### config.mk
export PLATFORM = sky130hd
export DESIGN_NAME = if_stage
export DESIGN_NICKNAME = d
export VERILOG_FILES = /design/src/rtl/mips_pkg.sv /design/src/rtl/fetch_queue.sv /design/src/rtl/if_stage.sv
export SDC_FILE = /design/constraint.sdc
export NUM_CORES = 1
export LEC_CHECK = 0
export ABC_AREA = 0
export CAP_MARGIN = 5
export CORE_MARGIN = 1.5
export CORE_UTILIZATION = 30
export DETAILED_ROUTE_END_ITERATION = 7
export PLACE_DENSITY = 0.54
export SLEW_MARGIN = 20
export SYNTH_ARGS = -nofsm -noshare
export SYNTH_HDL_FRONTEND = slang
export SYNTH_SLANG_ARGS = --single-unit
### constraint.sdc
create_clock -name clk -period 3 [get_ports clk]
set_clock_uncertainty 0.2 [all_clocks]
set_input_delay 0.6 -clock clk [delete_from_list [all_inputs] [get_ports clk]]
set_output_delay 0.6 -clock clk [all_outputs]
set_load 0.02 [all_outputs]
### src/rtl/mips_pkg.sv
// Shared fetch-side definitions: datapath widths, fetch FSM encoding,
// instruction-queue entry layout and PC alignment helper.
package mips_pkg;

  localparam int XLEN    = 32;
  localparam int INSTR_W = 32;

  localparam logic [XLEN-1:0] RESET_PC_DEFAULT = 32'h0000_0000;

  localparam logic [0:0] ST_FETCH = 1'b0;
  localparam logic [0:0] ST_DRAIN = 1'b1;

  typedef struct packed {
    logic [INSTR_W-1:0] instr;
    logic [XLEN-1:0]    pc_plus4;
  } fq_entry_t;

  function automatic logic [XLEN-1:0] align_pc(input logic [XLEN-1:0] pc);
    return {pc[XLEN-1:2], 2'b00};
  endfunction

endpackage

### src/rtl/fetch_queue.sv
// Two-entry in-order instruction queue; entry 0 is always the head.
// Flush wins over push and pop; push while full is only honoured with a pop.
module fetch_queue
  import mips_pkg::*;
(
  input  logic               clk,
  input  logic               rst_n,
  input  logic               push_i,
  input  logic               pop_i,
  input  logic               flush_i,
  input  logic [INSTR_W-1:0] push_instr_i,
  input  logic [XLEN-1:0]    push_pc4_i,
  output logic [1:0]         count_o,
  output logic [INSTR_W-1:0] head_instr_o,
  output logic [XLEN-1:0]    head_pc4_o
);

  fq_entry_t  e0_q, e0_d, e1_q, e1_d, new_s;
  logic [1:0] cnt_q, cnt_d;
  logic       push_ok_s, pop_ok_s;

  // Next-state for entries and occupancy.
  always_comb begin
    e0_d      = e0_q;
    e1_d      = e1_q;
    cnt_d     = cnt_q;
    new_s     = '{instr: push_instr_i, pc_plus4: push_pc4_i};
    pop_ok_s  = pop_i & (cnt_q != 2'd0);
    push_ok_s = push_i & ((cnt_q != 2'd2) | pop_ok_s);
    if (flush_i) begin
      cnt_d = 2'd0;
    end else begin
      case ({push_ok_s, pop_ok_s})
        2'b10: begin
          if (cnt_q == 2'd0) begin
            e0_d = new_s;
          end else begin
            e1_d = new_s;
          end
          cnt_d = cnt_q + 2'd1;
        end
        2'b01: begin
          e0_d  = e1_q;
          cnt_d = cnt_q - 2'd1;
        end
        2'b11: begin
          // Occupancy unchanged; the older entry moves to the head first.
          if (cnt_q == 2'd1) begin
            e0_d = new_s;
          end else begin
            e0_d = e1_q;
            e1_d = new_s;
          end
        end
        default: begin
          cnt_d = cnt_q;
        end
      endcase
    end
  end

  // Queue storage.
  always_ff @(posedge clk or negedge rst_n) begin
    if (!rst_n) begin
      e0_q  <= '0;
      e1_q  <= '0;
      cnt_q <= 2'd0;
    end else begin
      e0_q  <= e0_d;
      e1_q  <= e1_d;
      cnt_q <= cnt_d;
    end
  end

  assign count_o      = cnt_q;
  assign head_instr_o = e0_q.instr;
  assign head_pc4_o   = e0_q.pc_plus4;

endmodule

### src/rtl/if_stage.sv
// Instruction fetch stage: one outstanding imem read at a time feeding a
// 2-entry queue; redirects flush the queue and drain any in-flight response.
module if_stage
  import mips_pkg::*;
#(
  parameter logic [XLEN-1:0] RESET_PC = RESET_PC_DEFAULT
) (
  input  logic               clk,
  input  logic               rst_n,
  output logic               imem_req,
  output logic [XLEN-1:0]    imem_addr,
  input  logic               imem_ack,
  input  logic [INSTR_W-1:0] imem_rdata,
  input  logic               stall,
  input  logic               redirect_valid,
  input  logic [XLEN-1:0]    redirect_pc,
  output logic               id_valid,
  output logic [INSTR_W-1:0] id_instr,
  output logic [XLEN-1:0]    id_pc_plus4
);

  logic [0:0]      state_q, state_d;
  logic [XLEN-1:0] pc_q, pc_d, addr_q, addr_d;
  logic            req_q, req_d;
  logic [1:0]      q_count_s, occ_next_s;
  logic            q_push_s, q_pop_s, ack_acc_s, pend_keep_s, issue_s;
  logic [XLEN-1:0] pc_adv_s;

  fetch_queue u_queue (
    .clk          (clk),
    .rst_n        (rst_n),
    .push_i       (q_push_s),
    .pop_i        (q_pop_s),
    .flush_i      (redirect_valid),
    .push_instr_i (imem_rdata),
    .push_pc4_i   (pc_adv_s),
    .count_o      (q_count_s),
    .head_instr_o (id_instr),
    .head_pc4_o   (id_pc_plus4)
  );

  assign id_valid  = (q_count_s != 2'd0);
  assign imem_req  = req_q;
  assign imem_addr = addr_q;
  assign pc_adv_s  = pc_q + 32'd4;

  // Request, PC and FSM next-state; pc_q is the address of the current or next fetch.
  always_comb begin
    ack_acc_s   = req_q & imem_ack;
    pend_keep_s = req_q & ~imem_ack;
    q_pop_s     = id_valid & ~stall & ~redirect_valid;
    q_push_s    = ack_acc_s & (state_q == ST_FETCH) & ~redirect_valid;

    if (redirect_valid) begin
      occ_next_s = 2'd0;
      pc_d       = align_pc(redirect_pc);
    end else begin
      occ_next_s = q_count_s + {1'b0, q_push_s} - {1'b0, q_pop_s};
      pc_d       = q_push_s ? pc_adv_s : pc_q;
    end

    // A new request is only launched when its response is guaranteed a slot.
    issue_s = ~pend_keep_s & (occ_next_s < 2'd2);
    req_d   = pend_keep_s | issue_s;
    if (issue_s) begin
      addr_d = pc_d;
    end else begin
      addr_d = addr_q;
    end

    case (state_q)
      ST_FETCH: begin
        if (redirect_valid && pend_keep_s) begin
          state_d = ST_DRAIN;
        end else begin
          state_d = ST_FETCH;
        end
      end
      ST_DRAIN: begin
        if (ack_acc_s) begin
          state_d = ST_FETCH;
        end else begin
          state_d = ST_DRAIN;
        end
      end
      default: begin
        state_d = ST_FETCH;
      end
    endcase
  end

  // Fetch control registers.
  always_ff @(posedge clk or negedge rst_n) begin
    if (!rst_n) begin
      state_q <= ST_FETCH;
      pc_q    <= RESET_PC;
      addr_q  <= RESET_PC;
      req_q   <= 1'b0;
    end else begin
      state_q <= state_d;
      pc_q    <= pc_d;
      addr_q  <= addr_d;
      req_q   <= req_d;
    end
  end

endmodule

==> results.toml, run 1 <==
[sta]
tns_ns = 0
fin_ws_ns = 0.1453
setup_viol = 0
final_hold_viol_count = 0
whs_ns = 0.2760
tightestPinTransition_ns = 0.6150
max-slew-margin-rel = 0.5862
slew_violations = 0
min_period_ns = 2.855
period_share = 0.9516
rsz0062_at_grt = "no"
fmax_ghz = 0.3503

[grt]
overflow = 0
antenna_found_initial = 0
grt_pass1_wl_mm = 39.93
grt_pass1_vias = 7047
grt_max_degree = 84
grtUsageTotal = 0.1638

[clock_tree]
root_buffer = "clkbuf_16"
cts_buffers = 17
clkTransAtPathRegs_ns = 0.08
clockBufferDepth = 2
htree_levels = 4
cts_tree = "built"
clock_sinks = 196
worstSkewPairLatency_ns = 0.44

[routing]
ant_nets = 0
drc_errors = 0
drt_wl_total_mm = 25.04
drt_iter0_drc = 512
vias = 7234
avgRoutedWirePerCell_um = 16.93
via_per_inst = 4.891
first_pass_iters = 5

[floorplan]
die_y_um = 177.2
die_width_um = 177.2
core_area_um2 = 29800
initial_core_util = 0.3057
dieArea_um2 = 31410
io_pins = 167
placementRows = 63

[critical_path]
critical-path-max-stage-delay_ns = 0.44
worstPathRequired_ns = 3.12
crit_fanout = 4
cp.arrival_ns = 2.98
cp-end-kind = "register"
critical-path-top-delay-family = "simple AND/OR/NAND/NOR gates"
cp_num_buf_inv = 3
crit_type = "in -> reg"
crit_chain = "clkdlybuf4s50_1 > or3_1 > inv_4 > ha_4 > nor4bb_4 > xnor2_2 > a21bo_2 > nor2_1 > buf_4 > a21oi_1"
crit_path_start_kind = "input port"
crit_slowest_cell = "or3_1"

[synthesis]
syn_nets = 987
synth-seq-cells = 196
syn_avg_cell_area_um2 = 9.975
synth_cells = 913
synth.distinct_cells = 55
synth-main-ff-cell = "dfrtp_1"
syn_area_um2 = 9107
synth_edf_count = 0
postSynth.asyncResetShare = 1.000
yosysSeqAreaShare = 0.5385
yosys_warnings = 0

[place]
place_area_um2 = 11550
gp_congestion = 0.8586
port-buffer-count = 164
hpwl_mm = 17.41
pre_cts_slack_ns = -0.4066

[run]
drv_cap = 0

[finish]
diodes = 0
drive_gt1_frac = 0.1497
ff_latch_area_um2 = 4905
finalNetCount = 1150
fillers = 2911
multi_input_area_um2 = 4045
syn_to_final_growth_pct = 33.25
design_area_um2 = 12140

[power]
leakagePower_nw = 5.112
power_density_nw_per_um2 = 935.6
peakVddDrop_v = 0.0004246

[run_status]
status = "completed"

[worst_hold_path]
hp-class = "reg -> reg"
[synth_stat cells, drive strengths merged (4+ instances only)]
| library cell | instances | area share |
|---|---|---|
| nor4 | 12 | 0.010 |
| or3 | 7 | 0.0048 |
| clkbuf | 52 | 0.021 |
| ha | 5 | 0.0069 |
| a21o | 9 | 0.0074 |
| dfrtp | 196 | 0.54 |
| nor2b | 5 | 0.0034 |
| and3 | 5 | 0.0034 |
| o21ai | 70 | 0.038 |
| o22ai | 4 | 0.0027 |
| buf | 14 | 0.0071 |
| nand2 | 156 | 0.064 |
| and4 | 4 | 0.0038 |
| mux2i | 9 | 0.0099 |
| nand3 | 15 | 0.0093 |
| nor3 | 22 | 0.012 |
| a211oi | 5 | 0.0047 |
| xor2 | 21 | 0.020 |
| a22oi | 8 | 0.0066 |
| mux2 | 63 | 0.078 |
| o31ai | 5 | 0.0041 |
| nand4 | 15 | 0.010 |
| inv | 10 | 0.0041 |
| a31oi | 43 | 0.030 |
| a21oi | 25 | 0.014 |
| xnor2 | 22 | 0.021 |
| nor2 | 77 | 0.032 |
| or4 | 8 | 0.0070 |
[worst paths after layout]
path	start	slack, ns	cells after the start	endpoint
min in group asynchronous	rst_n	0.49	2	u_queue.head_instr_o[7]
worst min register to register	u_queue.e1_q[25]	0.28	1	u_queue.e1_q[25]
worst max register to register	u_queue.count_o[1]	0.15	11	imem_addr[29]
max in group asynchronous	rst_n	1.40	3	pc_q[19]
worst min-delay path	u_queue.e1_q[25]	0.28	1	u_queue.e1_q[25]
worst max-delay path	stall	0.15	10	imem_addr[29]
[layer usage]
| metal | global-route usage | vias up | share of wire |
|---|---|---|---|
| met5 | 0 | - | 0 |
| met4 | 0.03919 | 0 | 0.011 |
| met3 | 0.03351 | 19 | 0.057 |
| met2 | 0.2388 | 240 | 0.43 |
| met1 | 0.2456 | 3445 | 0.50 |
| li1 | - | 3530 | - |
[logic make-up (layout without fill, tap and decap cells)]
| kind of cell | count (synthesis) | after routing | synth area share |
|---|---|---|---|
| compound gates | 186 | 186 | 0.1236 |
| xor+xnor | 43 | 43 | 0.04135 |
| fa+ha+maj | 5 | 5 | 0.006869 |
| buf+inv | 76 | 252 | 0.03270 |
| flops | 196 | 196 | 0.5385 |
| mux | 72 | 72 | 0.08779 |
| simple gates | 335 | 335 | 0.1691 |
[area by class of cell]
| class | count | area share |
|---|---|---|
| Sequential cell | 196 | 0.4042 |
| Multi-Input combinational cell | 641 | 0.3333 |
| Timing Repair Buffer | 210 | 0.1731 |
| Tap cell | 390 | 0.04021 |
| Clock buffer | 18 | 0.03619 |
| Clock inverter | 14 | 0.009692 |
| Inverter | 10 | 0.003299 |
[through the flow]
| step | instances | power (mW) | util |
|---|---|---|---|
| 6_report | 1479 | 11.35 | 0.4073 |
| 3_5_place_dp | 1446 | 9.196 | 0.3875 |
| 2_1_floorplan | 913 | 6.942 | - |
| 4_1_cts | 1479 | 11.47 | 0.4065 |
| 5_1_grt | 1479 | 12.11 | 0.4073 |
| 3_3_place_gp | 1446 | 9.116 | 0.3875 |
[what timing repair did]
action,4_1_cts,5_1_grt
hold buffers,1,0
gates resized for setup,0,3
setup endpoints to repair,0,1
buffers inserted,0,0
hold endpoints to repair,51,0
[power by group]
group | internal, mW | switching, mW | total (mW)
Sequential | 3.70 | 0.640 | 4.34
Combinational | 2.31 | 2.47 | 4.79
Clock | 1.11 | 1.11 | 2.22
[sequential cells by signal, summed over array words and instances, names as in the netlist]
name / cells
u_queue.e1_q: 64
imem_addr: 32
pc_q: 32
u_queue.head_instr_o: 32
u_queue.head_pc4_o: 32
u_queue.count_o: 2
imem_req: 1
state_q: 1
[placed cells by master (no fill, tap or decap), types with 3 or more instances in the layout]
| cell | n |
|---|---|
| o22ai_1 | 4 |
| mux2i_1 | 9 |
| or3_1 | 7 |
| nor2_1 | 77 |
| and4_1 | 4 |
| ha_1 | 3 |
| a31oi_1 | 43 |
| a22oi_1 | 8 |
| or4_1 | 7 |
| nor4_2 | 3 |
| clkinv_2 | 3 |
| nor4_1 | 9 |
| o21ai_1 | 15 |
| nand2_1 | 156 |
| mux2_2 | 53 |
| mux2_4 | 10 |
| o31ai_1 | 5 |
| a21o_1 | 9 |
| xnor2_1 | 21 |
| buf_12 | 9 |
| clkbuf_16 | 17 |
| nand4_1 | 15 |
| inv_6 | 4 |
| buf_4 | 36 |
| inv_1 | 8 |
| dfrtp_1 | 196 |
| inv_8 | 3 |
| nand3_1 | 13 |
| clkdlybuf4s50_1 | 162 |
| a21oi_1 | 24 |
| nor3_1 | 22 |
| and3_1 | 5 |
| nor2b_1 | 5 |
| xor2_1 | 21 |
| clkinv_4 | 3 |
| a211oi_1 | 4 |
| o21ai_0 | 54 |
(Power assumes the default switching activity.)
==> inputs of run 2 (changes only) <==
Settings changed: CORE_UTILIZATION 30 to 48, PLACE_DENSITY 0.54 to 0.79, SLEW_MARGIN 20 to 15, SYNTH_HIERARCHICAL set to 1.
==> run 2 against run 1 <==
Critical path type unchanged; maximum frequency is 1.8% higher; routed wire length decreased by 18%; clock power fell by 9%; worst hold slack got worse by 0.30 ns; the run now ends with negative hold slack left; cell area shrank 2.3%; power down 21%; first-iteration DRC count decreased by 33%; register-to-register slack better by 0.17 ns; worst setup slack better by 0.052 ns.
==> results.toml, run 2 <==
[finish]
diodes = 0
final_common_cell = "dfrtp_1"
fin_util = 0.6257
ff_latch_area_um2 = 4905
top_register = "u_queue/e1_q"
drive_gt1_frac = 0.1603
most-common-layout-cells = "196 x dfrtp_1, 162 x clkdlybuf4s50_1, 95 x nor2_1"
syn_to_final_growth_pct = 26.22
fillers = 1544
largest_register_ffs = 64
multi_input_area_um2 = 4146
design_area_um2 = 11860
finalNetCount = 1061
stdcell_count = 1258

[floorplan]
io_pins = 167
core_area_um2 = 18960
die_width_um = 142.9
initial_core_util = 0.4958
die_y_um = 142.9
placementRows = 50
dieArea_um2 = 20430

[synthesis]
synth_cells = 833
yosys_warnings = 6
syn_area_um2 = 9398
synth_edf_count = 0
synthTopCellsByArea = "dfrtp_1 52%, mux2_2 9.8%, mux2i_1 7.5%, a21oi_1 4.0%, nor2_1 3.8%"
synth_top_area_frac = 0.5219
synth-seq-cells = 196
synth-main-ff-cell = "dfrtp_1"
synth_area_leader_cell = "dfrtp_1"
synth.most_common_cell = "dfrtp_1"
postSynth.asyncResetShare = 1.000
synth.distinct_cells = 59
yosysSeqAreaShare = 0.5219
syn_avg_cell_area_um2 = 11.28
yosys-top-cells-count = "196 x dfrtp_1, 95 x nor2_1, 82 x mux2_2"
syn_nets = 907

[sta]
max-slew-margin-rel = 0.5210
final_hold_viol_count = 11
period_share = 0.9343
min_period_ns = 2.803
fin_ws_ns = 0.1971
tightestPinTransition_ns = 0.7125
setup_viol = 0
slew_violations = 0
fmax_ghz = 0.3568
rsz0062_at_grt = "no"
whs_ns = -0.02559

[critical_path]
crit_type = "in -> reg"
cp_num_buf_inv = 2
crit_cells = 7
rr_worst_depth = 9
crit_slowest_cell = "or4_4"
critical-path-top-delay-family = "simple AND/OR/NAND/NOR gates"
critical-path-max-stage-delay_ns = 0.56
worstPathRequired_ns = 3.16
crit_fanout = 15
cp-end-kind = "register"
crit_chain = "clkdlybuf4s50_1 > nand3b_4 > buf_4 > or4_4 > or3_4 > o311ai_2 > mux2_2"
cp.arrival_ns = 2.96
crit_path_start_kind = "input port"

[run]
drv_cap = 0

[routing]
vias = 6784
drc_errors = 0
drt_wl_total_mm = 20.66
drt_iter0_drc = 344
ant_nets = 0
wl_met1_mm = 9.951
wl_met2_mm = 9.460
first_pass_iters = 5
dr_wl_met3_mm = 1.021
top_layer_used = "met4"
avgRoutedWirePerCell_um = 16.42
via_per_inst = 5.393

[grt]
overflow = 0
grt_pass1_vias = 6633
grt_max_degree = 91
grtUsageTotal = 0.2106
grt_pass1_wl_mm = 33.61
antenna_found_initial = 0

[clock_tree]
clock_sinks = 196
cts_hold_buf = 0
clkTransAtPathRegs_ns = 0.07
cts_tree = "built"
htree_levels = 4
postCtsSetupBuffers = 0
cts_buffers = 17
clockBufferDepth = 2
worstSkewPairLatency_ns = 0.42
root_buffer = "clkbuf_16"
cts_resized = 0

[place]
gp_congestion = 0.8582
place_area_um2 = 11340
pre_cts_slack_ns = -0.1939
port-buffer-count = 164
hpwl_mm = 14.44
dpl.cell_count = 1228

[run_status]
status = "complete, but fails checks"
violations = "negative hold slack"

[power]
power_density_nw_per_um2 = 755.2
leakagePower_nw = 5.377
peakVddDrop_v = 0.0003610

[worst_hold_path]
hp-class = "in -> async"
## run 2: cell count changes after synthesis, sizes merged, moves of 7 or more
cell    previous run  this run
nand2            156        39
mux2i              9        70
a21oi             25        76
o21ai             70        19
a31oi             43         3
clkbuf            52        26
mux2              63        89
nor2              77        95
buf               14        29
nor3              22         8
nand3             15        25
a21o               9         2
## run 2: worst paths after layout
| path | from | slack (ns) | endpoint |
|---|---|---|---|
| max | imem_ack | 0.20 | imem_addr[24] |
| min | rst_n | -0.03 | u_queue/head_instr_o[26] |
| max reg2reg | u_queue/count_o[1] | 0.32 | imem_addr[3] |
| min reg2reg | u_queue/e1_q[39] | 0.29 | u_queue/e1_q[39] |
| max in group asynchronous | rst_n | 1.73 | u_queue/head_instr_o[13] |
| min in group clk | u_queue/e1_q[39] | 0.29 | u_queue/e1_q[39] |
## run 2: area by class of cell
cell class	count	area share
flip-flops and latches	196	0.4135
multi-input cells	571	0.3496
repair buffers	190	0.1621
clock buffers	22	0.03913
well taps	260	0.02743
clock inverters	8	0.004747
inverters	11	0.003481
## run 2: metal layers
metal  up-vias  GRT usage
met2       222     0.3257
li1       3244          -
met1      3303     0.3028
met5         -          0
met4         0    0.05589
met3        15    0.04225
## run 2: cells by family after synthesis
| kind of cell | Yosys count | synth area share |
|---|---|---|
| AO/OA/AOI/OAI | 125 | 0.07775 |
| XOR/XNOR | 45 | 0.04194 |
| adder cells (fa/ha/maj) | 5 | 0.006657 |
| buffers and inverters | 66 | 0.04127 |
| flip-flops | 196 | 0.5219 |
| multiplexers | 159 | 0.1828 |
| AND/OR/NAND/NOR | 237 | 0.1277 |
## run 2: power breakdown
part           internal, mW  total [mW]  switching [mW]
Combinational          1.53        2.97            1.44
Clock                  1.09        2.03           0.939
Sequential             3.48        3.95           0.478
Total                  6.10        8.96            2.85
## run 2: per-stage QoR
step / hold slack (ns) / power, mW / setup TNS [ns]
final: -0.02559 / 8.958 / 0
after global routing: 0.01117 / 9.491 / 0
after CTS: 0.001506 / 9.050 / 0
after detailed placement: 0.2777 / 6.993 / -4.337
after global placement: 0.2784 / 6.895 / -4.130
after floorplan: 0.1044 / 5.557 / 0
